$ cat src/rtl/lcd_ddram_reader.sv
// HD44780 DDRAM read-back: scans the 32 visible characters and streams them out as char_valid strobes.
// Optional busy-flag polling before each character is enabled by defining LCD_BUSY_POLL_EN.
`timescale 1ns/1ps
module lcd_ddram_reader #(
    parameter int unsigned PHASE_CYCLES = 500,
    parameter int unsigned BF_TIMEOUT   = 255
) (
    input  logic       clk_1MHz,
    input  logic       rst,
    input  logic       start,
    output logic       busy,
    output logic       done,
    output logic       timeout_err,
    output logic       char_valid,
    output logic [7:0] char_data,
    output logic [4:0] char_idx,
    output logic       lcd_rs,
    output logic       lcd_rw,
    output logic       lcd_en,
    output logic [7:0] lcd_data_out,
    output logic       lcd_data_oe,
    input  logic [7:0] lcd_data_in
);

    localparam int unsigned  CW      = (PHASE_CYCLES < 1) ? 1 : $clog2(PHASE_CYCLES + 1);
    localparam logic [CW-1:0] PH_LAST = CW'(PHASE_CYCLES);

    typedef enum logic [2:0] {
        S_IDLE,
        S_BF_EN,
        S_BF_LO,
        S_SETA_EN,
        S_SETA_LO,
        S_RD_EN,
        S_RD_LO
    } state_t;

`ifdef LCD_BUSY_POLL_EN
    localparam state_t CHAR_FIRST = S_BF_EN;
`else
    localparam state_t CHAR_FIRST = S_SETA_EN;
`endif

    state_t        state, state_nx;
    logic [CW-1:0] cnt;
    logic [4:0]    idx;
    logic [7:0]    rd_data;
    logic          done_r;
    logic          phase_end;
    logic          last_char;
    logic          scan_end;
    logic          bf_abort;

    assign phase_end = (cnt == PH_LAST);
    assign last_char = (idx == 5'd31);

`ifdef LCD_BUSY_POLL_EN
    localparam int unsigned PW = (BF_TIMEOUT < 2) ? 1 : $clog2(BF_TIMEOUT);

    logic          bf_r;
    logic [PW-1:0] poll_cnt;
    logic          to_r;

    // poll_cnt holds busy polls already seen for this char; the BF_TIMEOUT-th busy result aborts
    assign bf_abort = (state == S_BF_LO) && phase_end && bf_r &&
                      (poll_cnt == PW'(BF_TIMEOUT - 1));

    always_ff @(posedge clk_1MHz or posedge rst) begin
        if (rst) begin
            bf_r     <= 1'b0;
            poll_cnt <= '0;
            to_r     <= 1'b0;
        end else begin
            if (state == S_BF_EN && phase_end)
                bf_r <= lcd_data_in[7];

            if (state == S_BF_LO && phase_end)
                poll_cnt <= bf_r ? poll_cnt + PW'(1) : '0;
            else if (state == S_IDLE)
                poll_cnt <= '0;

            if (state == S_IDLE && start)
                to_r <= 1'b0;
            else if (bf_abort)
                to_r <= 1'b1;
        end
    end

    assign timeout_err = to_r;
`else
    assign bf_abort    = 1'b0;
    assign timeout_err = 1'b0;
`endif

    assign scan_end = (state == S_RD_LO && phase_end && last_char) || bf_abort;

    always_ff @(posedge clk_1MHz or posedge rst) begin
        if (rst) begin
            state   <= S_IDLE;
            cnt     <= '0;
            idx     <= '0;
            rd_data <= '0;
            done_r  <= 1'b0;
        end else begin
            state  <= state_nx;
            cnt    <= (state == S_IDLE || phase_end) ? '0 : cnt + CW'(1);
            done_r <= scan_end;

            if (state == S_IDLE && start)
                idx <= '0;
            else if (state == S_RD_LO && phase_end && !last_char)
                idx <= idx + 5'd1;

            if (state == S_RD_EN && phase_end)
                rd_data <= lcd_data_in;
        end
    end

    always_comb begin
        state_nx = state;
        case (state)
            S_IDLE: begin
                if (start)
                    state_nx = CHAR_FIRST;
            end
`ifdef LCD_BUSY_POLL_EN
            S_BF_EN: begin
                if (phase_end)
                    state_nx = S_BF_LO;
            end
            S_BF_LO: begin
                if (phase_end) begin
                    if (!bf_r)
                        state_nx = S_SETA_EN;
                    else if (bf_abort)
                        state_nx = S_IDLE;
                    else
                        state_nx = S_BF_EN;
                end
            end
`endif
            S_SETA_EN: begin
                if (phase_end)
                    state_nx = S_SETA_LO;
            end
            S_SETA_LO: begin
                if (phase_end)
                    state_nx = S_RD_EN;
            end
            S_RD_EN: begin
                if (phase_end)
                    state_nx = S_RD_LO;
            end
            S_RD_LO: begin
                if (phase_end)
                    state_nx = last_char ? S_IDLE : CHAR_FIRST;
            end
            default: state_nx = S_IDLE;
        endcase
    end

    // Each LO phase repeats its EN phase's rs/rw/oe so those lines only move while en is low
    always_comb begin
        lcd_rs       = 1'b0;
        lcd_rw       = 1'b0;
        lcd_en       = 1'b0;
        lcd_data_oe  = 1'b0;
        lcd_data_out = '0;
        case (state)
            S_BF_EN, S_BF_LO: begin
                lcd_rw = 1'b1;
                lcd_en = (state == S_BF_EN);
            end
            S_SETA_EN, S_SETA_LO: begin
                lcd_data_oe  = 1'b1;
                lcd_data_out = {1'b1, idx[4], 2'b00, idx[3:0]};
                lcd_en       = (state == S_SETA_EN);
            end
            S_RD_EN, S_RD_LO: begin
                lcd_rs = 1'b1;
                lcd_rw = 1'b1;
                lcd_en = (state == S_RD_EN);
            end
            default: ;
        endcase
    end

    assign busy       = (state != S_IDLE);
    assign done       = done_r;
    assign char_valid = (state == S_RD_LO) && (cnt == '0);
    assign char_data  = rd_data;
    assign char_idx   = idx;

endmodule

$ cat config.mk
export PLATFORM = sky130hd
export DESIGN_NAME = lcd_ddram_reader
export DESIGN_NICKNAME = d
export VERILOG_FILES = /design/src/rtl/lcd_ddram_reader.sv
export SDC_FILE = /design/constraint.sdc
export NUM_CORES = 1
export LEC_CHECK = 0
export BUFFER_PORTS_ARGS = -buffer_cell sky130_fd_sc_hd__buf_4
export CORE_MARGIN = 8
export CORE_UTILIZATION = 32
export CTS_BUF_LIST = sky130_fd_sc_hd__clkbuf_4
export CTS_CLUSTER_DIAMETER = 120
export DETAILED_ROUTE_END_ITERATION = 6
export PLACE_DENSITY_LB_ADDON = 0.25
export SLEW_MARGIN = 25
export SYNTH_ARGS = -nofsm -noshare
export SYNTH_HDL_FRONTEND = slang
export SYNTH_SLANG_ARGS = --single-unit
$ cat constraint.sdc
create_clock -name clk_1MHz -period 2.6 [get_ports clk_1MHz]
set_input_delay 0.13 -clock clk_1MHz [delete_from_list [all_inputs] [get_ports clk_1MHz]]
set_output_delay 0.13 -clock clk_1MHz [all_outputs]
set_load 0.03 [all_outputs]
==> results.md, run 1 <==
- The share of synthesized area spent on multiplexers is 10.3%.
- The endpoint class of the critical path is a register.
- The tree is rooted in a clkbuf_4.
- The count of distinct cell types in the synthesized netlist is 37.
- The TritonCTS clock tree is yes.
- The flow ran to the end, and the final reports show no timing, DRC or antenna violations.
- The highest clock frequency the design can meet is 494 MHz.
- The number of buffers inserted during clock tree synthesis is 3.
- For the worst setup path, the data required time is 2.83 ns.
- The clock insertion delay at the later pin of the skew report is 0.33 ns.
- The pin count of the biggest net entering global routing is 27.
- Once placement completed, the tool counted placed cells totaling 213.
- Summing the areas of all xor and xnor instances in the mapped netlist gives 6.60% of the synthesized area.
- The synthesized instance count is 130.
- Data on the critical path arrives at its endpoint at between 2 and 2.5 ns.
- The number of top-level design ports is 40.
- The routed via count is 1069.
- The number of DRC violations after detailed-routing iteration 0 is 28.
- The path class of the lowest-slack min-delay path is in2reg.
- Routability-driven placement finished with a final weighted congestion of roughly 0.76.
- The global-route wire length before repair is 5360 um.
- The number of buffers on the longest clock path is 2.
- The share of cells above drive strength 1 is 34.3%.
- The via count of the first global-routing pass is 1154.
- The critical path startpoint is char_idx[0]$_DFFE_PP0P_.
- The repair_antennas step left the layout with diodes totalling 0.
- Along the worst path, the maximum fanout reaches 5.
- Measured along the x axis, the die boundary spans between 80 and 90 um.
- The mean post-synth cell area is 11.2 um2.
- The number of hold violations in the final report is 0.
- After legalization and detailed placement, the total HPWL measured 2440 um.
- The area of the placeable core is 4380 um2.
- The tree built by TritonCTS fans out to 26 sinks.
- During placement, the flow inserted port buffers numbering 36.
- The pre-antenna-repair detailed-routing pass consisted of 4 iterations.
- For the final routed database, the setup TNS stands at 0 ns.
- dfrtp_1 takes more of the synthesized area than any other cell.
- In this run the static leakage power is around 0.9 nW.
- After Yosys synthesis, and, or, nand and nor cells account for 23.7% of the synthesized area.
- Once detail routing completed, the nets flagged for antenna violations numbered 0.
- The clock transition at the register clock pins on the worst setup and hold paths after CTS is 0.15 ns.
- The worst hold slack is 0.0264 ns.
- The beginning of the worst register-to-register path is char_idx[0]$_DFFE_PP0P_.
- The startpoint type of the worst setup path is a register.
- The worst hold path startpoint is lcd_data_in[5].
- The worst path uses between 70 and 80% of the clock period.
- In the routed design, unresolved DRC markers number 0.
- Dividing the detail-routed wire length by the instance count gives roughly 14 um.
- Ranked by total cell area, the synthesized netlist is headed by dfrtp_1 (45%), mux2_4 (8.2%), nor2_1 (4.9%), xnor2_1 (4.8%), ha_1 (3.4%).
- The floorplan row count is 24.
- Setup slack closes at approximately 0.58 ns.
- By area, the combinational part of the netlist is dominated by simple AND/OR/NAND/NOR gates.
- The total overflow left after global routing is 0.
- The maximum vdd ir drop is between 0.0002 and 0.0003 V.
- The total wire length is 3230 um.
- The count of cells resized by post-cts repair is 0.
- Summing the areas of all compound-gate instances in the mapped netlist gives around 4.5% of the synthesized area.
- Setup repair after global routing left no endpoint under its margin.
- The total power per unit cell area is 417 nW/um2.
- The initial antenna violation count is 0.
- Setup violations remaining at the end of the flow were counted as 0.
- Summing the sequential cell areas from Yosys gives between 40 and 50% of the chip area.
- For this run, the number of Yosys warnings is 0.
- The synthesized cell area is 1460 um2.
- The net count reported at finish is 188.
- The actual transition at the worst max-transition pin is between 0.5 and 0.6 ns.
- The reported max-cap violation count is 0.
- The minimum clock period after layout is 2.02 ns.
- The share of the synthesized area in the top cell type is between 40% and 50%.
- The setup path with the least slack is of type reg2reg.
- The starting density of the core is 33.3%.
- The max-slew violation count came to 0.
- CTS built an H-tree with a depth of 1.
- The final design utilization is 42.4%.
- For the final database, setup skew stands at 0.00434 ns.
- At the placement stage, the worst setup path has a slack of 0.571 ns.
- The flip-flop and latch count after synthesis is 26.
- The detailed-route vias per instance is 4.77.
- Headroom to the max-slew limit came out at 62.2%.
- Counting the fill cells in the layout gives approximately 430.
- Once layout is complete, the cells apart from fillers number 224.
- Global routing consumed, over all layers together, 9.07% of the routing resources.
- The fraction of the mapped netlist area in adder cells is 3.43%.
- The area growth from synthesis to final layout is 27.2%.
- The die covers approximately 7000 um2.
- In this run the vertical extent of the chip is about 84 um.
==> metal layers <==
layer	global-route usage (%)	vias up	wire length [um]
met3	3.61	2	190
met2	14.7	36	1550
li1	-	518	-
met5	0	-	0
met4	1.41	0	17
met1	11.2	513	1480
==> stage by stage <==
stage,power [mW],instance area [um2]
2_1_floorplan,0.462,1470
3_3_place_gp,0.488,1730
3_5_place_dp,0.490,1730
4_1_cts,0.779,1790
5_1_grt,0.809,1860
6_report,0.774,1860
==> final timing paths <==
path / endpoint / slack [ns] / cells past startpoint
min reg2reg: cnt[0]$_DFF_PP0_ / 0.49 / 1
max reg2reg: char_idx[3]$_DFFE_PP0P_ / 0.58 / 7
max: char_idx[3]$_DFFE_PP0P_ / 0.58 / 7
min: char_data[5]$_DFFE_PP0P_ / 0.03 / 2
min in group asynchronous: char_data[6]$_DFFE_PP0P_ / 0.41 / 3
max in group asynchronous: char_data[4]$_DFFE_PP0P_ / 1.82 / 3
==> sequential cells by signal (all words and copies together) (netlist names) <==
name and cells:
char_data 8, char_idx 5, cnt 9, done 1, state 3
==> cells by family after synthesis <==
| kind of cell | after synthesis |
|---|---|
| and+or+nand+nor | 54 |
| xor gates and xnor gates | 11 |
| other | 1 |
| buffers and inverters | 15 |
| AOI/OAI and AO/OA | 8 |
| DFF | 26 |
| adders and majority gates | 4 |
| muxes | 11 |
==> final cells by class <==
cell class	instances	area, um2	share of cell area, %
sequential	26	651	35.0
tap	52	65.1	3.50
timing repair buffer	43	340	18.3
inverter	8	30.0	1.62
clock buffer	3	22.5	1.21
clock inverter	1	30.0	1.62
multi-input combinational	91	718	38.7
==> critical path: stages (launching register included) <==
cell	delay, ns
dfrtp_1	0.47
ha_1	0.24
and3_1	0.18
ha_1	0.25
nand4bb_1	0.25
nor4_1	0.31
xnor2_1	0.16
nor2_1	0.05
==> cells in the mapped netlist <==
master / count
mux2_4: 8
a31oi_1: 1
and3_2: 2
nor2b_1: 5
xor2_1: 3
a22oi_2: 1
a32o_1: 1
nor4_4: 1
mux2i_1: 3
conb_1: 1
nand4b_4: 1
nand2_1: 5
nor4_1: 3
a21o_2: 1
buf_4: 4
a211o_1: 1
nor2_1: 19
or3_1: 1
xnor2_1: 8
nor4b_1: 1
inv_1: 8
nand4bb_1: 1
and2_1: 2
clkbuf_8: 1
a32oi_1: 1
nand3b_1: 1
and3_1: 5
nand4_4: 1
buf_12: 1
o21ai_0: 2
buf_2: 1
ha_1: 4
dfrtp_1: 26
and3_4: 1
nor2_4: 1
or2_4: 1
nand3_1: 3
==> cell usage in the layout, fill, tap and decap left out, types with 2 or more instances in the layout <==
master         count
mux2i_1            3
nand3_1            3
and2_1             2
mux2_4             8
conb_1             3
dlygate4sd3_1      7
and3_1             5
clkbuf_4           3
buf_4             36
nor2_1            19
nor4_1             3
ha_1               4
dfrtp_1           26
nor2b_1            5
nand2_1            5
xor2_1             3
and3_2             2
xnor2_1            8
inv_1              7
o21ai_0            2
==> power breakdown <==
group,switching [mW],internal [mW],total [mW]
Sequential,0.00571,0.408,0.414
Combinational,0.0433,0.0328,0.0761
Clock,0.128,0.156,0.283
==> repair_timing <==
| action | CTS | global route |
|---|---|---|
| buffers inserted | 0 | 0 |
| hold buffers | 0 | 7 |
| hold endpoints to repair | 0 | 32 |
No activity file was read; power rests on OpenSTA's default activity.
==> run 2, diff against run 1 <==
==> constraint.sdc (replaced) <==
create_clock -name clk_1MHz -period 1.85 [get_ports clk_1MHz]
set_input_delay 0.0925 -clock clk_1MHz [delete_from_list [all_inputs] [get_ports clk_1MHz]]
set_output_delay 0.0925 -clock clk_1MHz [all_outputs]
set_load 0.03 [all_outputs]
==> run 2 against run 1 <==
Against the previous run:
- the flow now finishes with violations (negative setup slack)
- final cell count up 6.3%
- worst hold slack better by 0.12 ns
- register-to-register slack worse by 0.61 ns
- non-clock buffer count up 14
- setup slack worse by 0.61 ns
- critical path depth up 1
==> results.md, run 2 (same netlist as run 1, synthesis figures left out) <==
- The flow ran to the end, but the final reports show violations.
- The checks that failed: negative setup slack.
- The number of fillers in the final layout is 439 (+2.6%).
- The global-route wire length before repair was 5710 um (+6.6%).
- The area of combinational cells with multiple inputs is 771 um2 (+7.3%).
- The top cell family by delay on the critical path is simple AND/OR/NAND/NOR gates.
- The highest clock frequency the design can meet is 531 MHz (+7.6%).
- The horizontal extent of the die is 83.6 um (unchanged).
- The combinational fraction of design power is 12.6% (+2.8 points).
- The number of nets with antenna violations after routing is 0 (unchanged).
- The internal power is 730 uW (+22%).
- The via count of the first global-routing pass is 1167 (+1.1%).
- The total iterations of the first detailed-routing run is 4 (unchanged).
- The count of H-tree levels built during CTS is 1 (unchanged).
- The detail-routed net length per standard cell is 14.9 um (+3.1%).
- The worst setup skew after layout is 0.00912 ns (+0.00478 ns).
- The antenna diode instance count is 0 (unchanged).
- The number of buffers inserted during clock tree synthesis is 3 (unchanged).
- The number of hold violations in the final report is 0 (unchanged).
- The total of endpoints with negative setup slack in the final report was 1 (+1).
- The most common library cell in the layout ignoring fill and taps is buf_4.
- The share of cells above drive strength 1 is 43.5% (+9.2 points).
- The most repeated library cell on the critical path is ha_4.
- The start-to-end type of the worst setup path is reg2reg.
- The total power per unit cell area was 484 nW/um2 (+16%).
- The maximum vdd ir drop is 0.000195 V (-24%).
- The number of buffers on the longest clock path came to 2 (unchanged).
- The final setup TNS is -0.0320 ns (-0.0320 ns).
- The flip-flop and latch area came to 656 um2 (+0.77%).
- The final design utilization came to 45.7% (+3.4 points).
- The required time reported for the critical path endpoint came to 2.06 ns (-0.77 ns).
- STA classifies the critical path endpoint as a register.
- The initial antenna violation count was 0 (unchanged).
- The clock net sink count is 26 (unchanged).
- The pin count of the biggest net entering global routing is 27 (unchanged).
- The most critical setup path has its startpoint at char_idx[1]$_DFFE_PP0P_.
- The final non-filler cell area is 2010 um2 (+8.0%).
- The critical path data arrival time is 2.09 ns (-0.16 ns).
- The post-detailed-placement cell area is 1790 um2 (+3.5%).
- The cell with the biggest individual delay on the critical path is dfrtp_2.
- The placed wire-length estimate is 2550 um (+4.4%).
- The switching share of power is 24.7% (+1.9 points).
- The worst-path maximum fanout came to 3 (-2).
- The number of flip-flops in the largest register was 9 (unchanged).
- The net switching power is 240 uW (+36%).
- The worst hold path startpoint is start.
- The combined buffer and inverter count along the critical path came to 2 (+2).
- The routed via count is 1092 (+2.2%).
- The starting density of the core came to 33.3% (unchanged).
- The tree is rooted in a clkbuf_4.
- The most flop-heavy register is cnt.
- Traced cell by cell, the critical path runs through ha_4 > and3_4 > ha_4 > buf_6 > nor4_4 > buf_4 > mux2i_1 > nor2_1.
- The leakage power total was 0.965 nW (+6.2%).
- The path class of the lowest-slack min-delay path is in2reg.
- The clock network power share is 27.3% (-9.3 points).
- The die boundary height is 83.6 um (unchanged).
- The number of DRC violations after detailed-routing iteration 0 is 47 (+68%).
- The area of the die is 6980 um2 (unchanged).
- The worst setup margin was -0.0320 ns (-0.608 ns).
- The total wire length is 3540 um (+9.5%).
- The detailed-route vias per instance is 4.59 (-3.9%).
- The floorplan row count is 24 (unchanged).
- TritonCTS built the clock tree.
- In this run the critical register-to-register path is launched from char_idx[1]$_DFFE_PP0P_.
- The final clock period utilization by the worst path is 102% (+24 points).
- The aggregate global-route resource usage is 9.55% (+0.48 points).
- The cell count of the worst reg-to-reg path is 8 (+1).
- Setup repair after global routing could not meet its margin everywhere.
- The max-slew violation count is 0 (unchanged).
- The top cell types in the final layout, fill and taps aside, are buf_4 (47), dfrtp_1 (22), nor2_1 (18), dlygate4sd3_1 (9).
- The area of the placeable core is 4380 um2 (unchanged).
- The clock insertion delay at the later pin of the skew report is 0.32 ns (about the same).
- The final weighted congestion in routability-driven placement is 0.788 (+3.2%).
- The final routed DRC violation total is 0 (unchanged).
- The maximum cell stage delay along the critical path is 0.46 ns (about the same).
- The cell depth of the worst hold path was 4 (+2).
- The net count reported at finish came to 202 (+7.4%).
- The count of port buffers added during placement is 36 (unchanged).
- STA classifies the critical path startpoint as a register.
- Relative to the synthesized area, the layout overhead comes to 37.4%.
- The reported max-cap violation count is 0 (unchanged).
- The number of top-level design ports came to 40 (unchanged).
- The total stage count of the critical path came to 8 (+1).
- The minimum clock period after layout was 1.88 ns (-0.142 ns).
- The clock transition at the register clock pins on the worst setup and hold paths after CTS came to 0.15 ns (about the same).
- The part of the total power dissipated in sequential elements is 60.1% (+6.6 points).
- The final global-route overflow total is 0 (unchanged).
==> run 2: changes by cell type in the layout (fill, tap and decap cells not counted), sizes merged <==
cell and change:
clkbuf +1, bufinv -1, buf +12, dlygate4sd3 +2
==> run 2: worst reg2reg max path, delay by kind of cell, from the launching register on <==
family / cells / cell delay [ns]
buf+inv: 2 / 0.28
fa+ha+maj: 2 / 0.32
flops: 1 / 0.46
simple gates: 3 / 0.55
mux: 1 / 0.17
==> run 2: stage by stage <==
step | worst slack [ns] | cells | power [mW] | hold slack [ns]
floorplan | -0.000789 | 132 | 0.650 | 0.132
detailed placement | 0.0662 | 219 | 0.693 | 0.181
global placement | 0.0862 | 219 | 0.691 | 0.177
global route | -0.0692 | 238 | 1.02 | 0.144
CTS | 0.00572 | 229 | 0.977 | 0.00127
finish | -0.0320 | 238 | 0.970 | 0.145
==> run 2: power by group through the flow <==
stage | logic [mW] | registers (mW) | clock network (mW)
after global routing | 0.134 | 0.584 | 0.299
after floorplan | 0.0481 | 0.602 | 0
after global placement | 0.0999 | 0.591 | 0
after CTS | 0.112 | 0.582 | 0.283
after detailed placement | 0.101 | 0.592 | 0
final | 0.123 | 0.583 | 0.265
==> run 2: path summary, 6_finish.rpt <==
| check | end | slack (ns) |
|---|---|---|
| max reg2reg | char_idx[1]$_DFFE_PP0P_ | -0.03 |
| min in group asynchronous | cnt[6]$_DFF_PP0_ | 0.38 |
| max | char_idx[1]$_DFFE_PP0P_ | -0.03 |
| min | char_idx[4]$_DFFE_PP0P_ | 0.15 |
| min reg2reg | cnt[0]$_DFF_PP0_ | 0.50 |
| max in group asynchronous | state[2]$_DFFE_PP0P_ | 1.20 |
==> run 2: metal layers <==
layer	wire length, um	part of all wire, %	global-route usage [%]
met1	1740	49	12.0
met2	1510	43	15.0
met5	0	0	0
met3	268	7.6	3.52
met4	15	0.42	2.35
==> run 2: what timing repair did <==
item,4_1_cts,5_1_grt
setup endpoints to repair,0,12
gates resized for setup,0,10
setup buffers,0,6
hold buffers,6,3
endpoints found under the hold margin,31,3
==> run 2: final cells by class <==
class | count | area share [%]
inverters | 8 | 1.50
flip-flops and latches | 26 | 32.7
clock buffers | 4 | 1.50
repair buffers | 57 | 22.6
well taps | 52 | 3.24
multi-input cells | 91 | 38.4
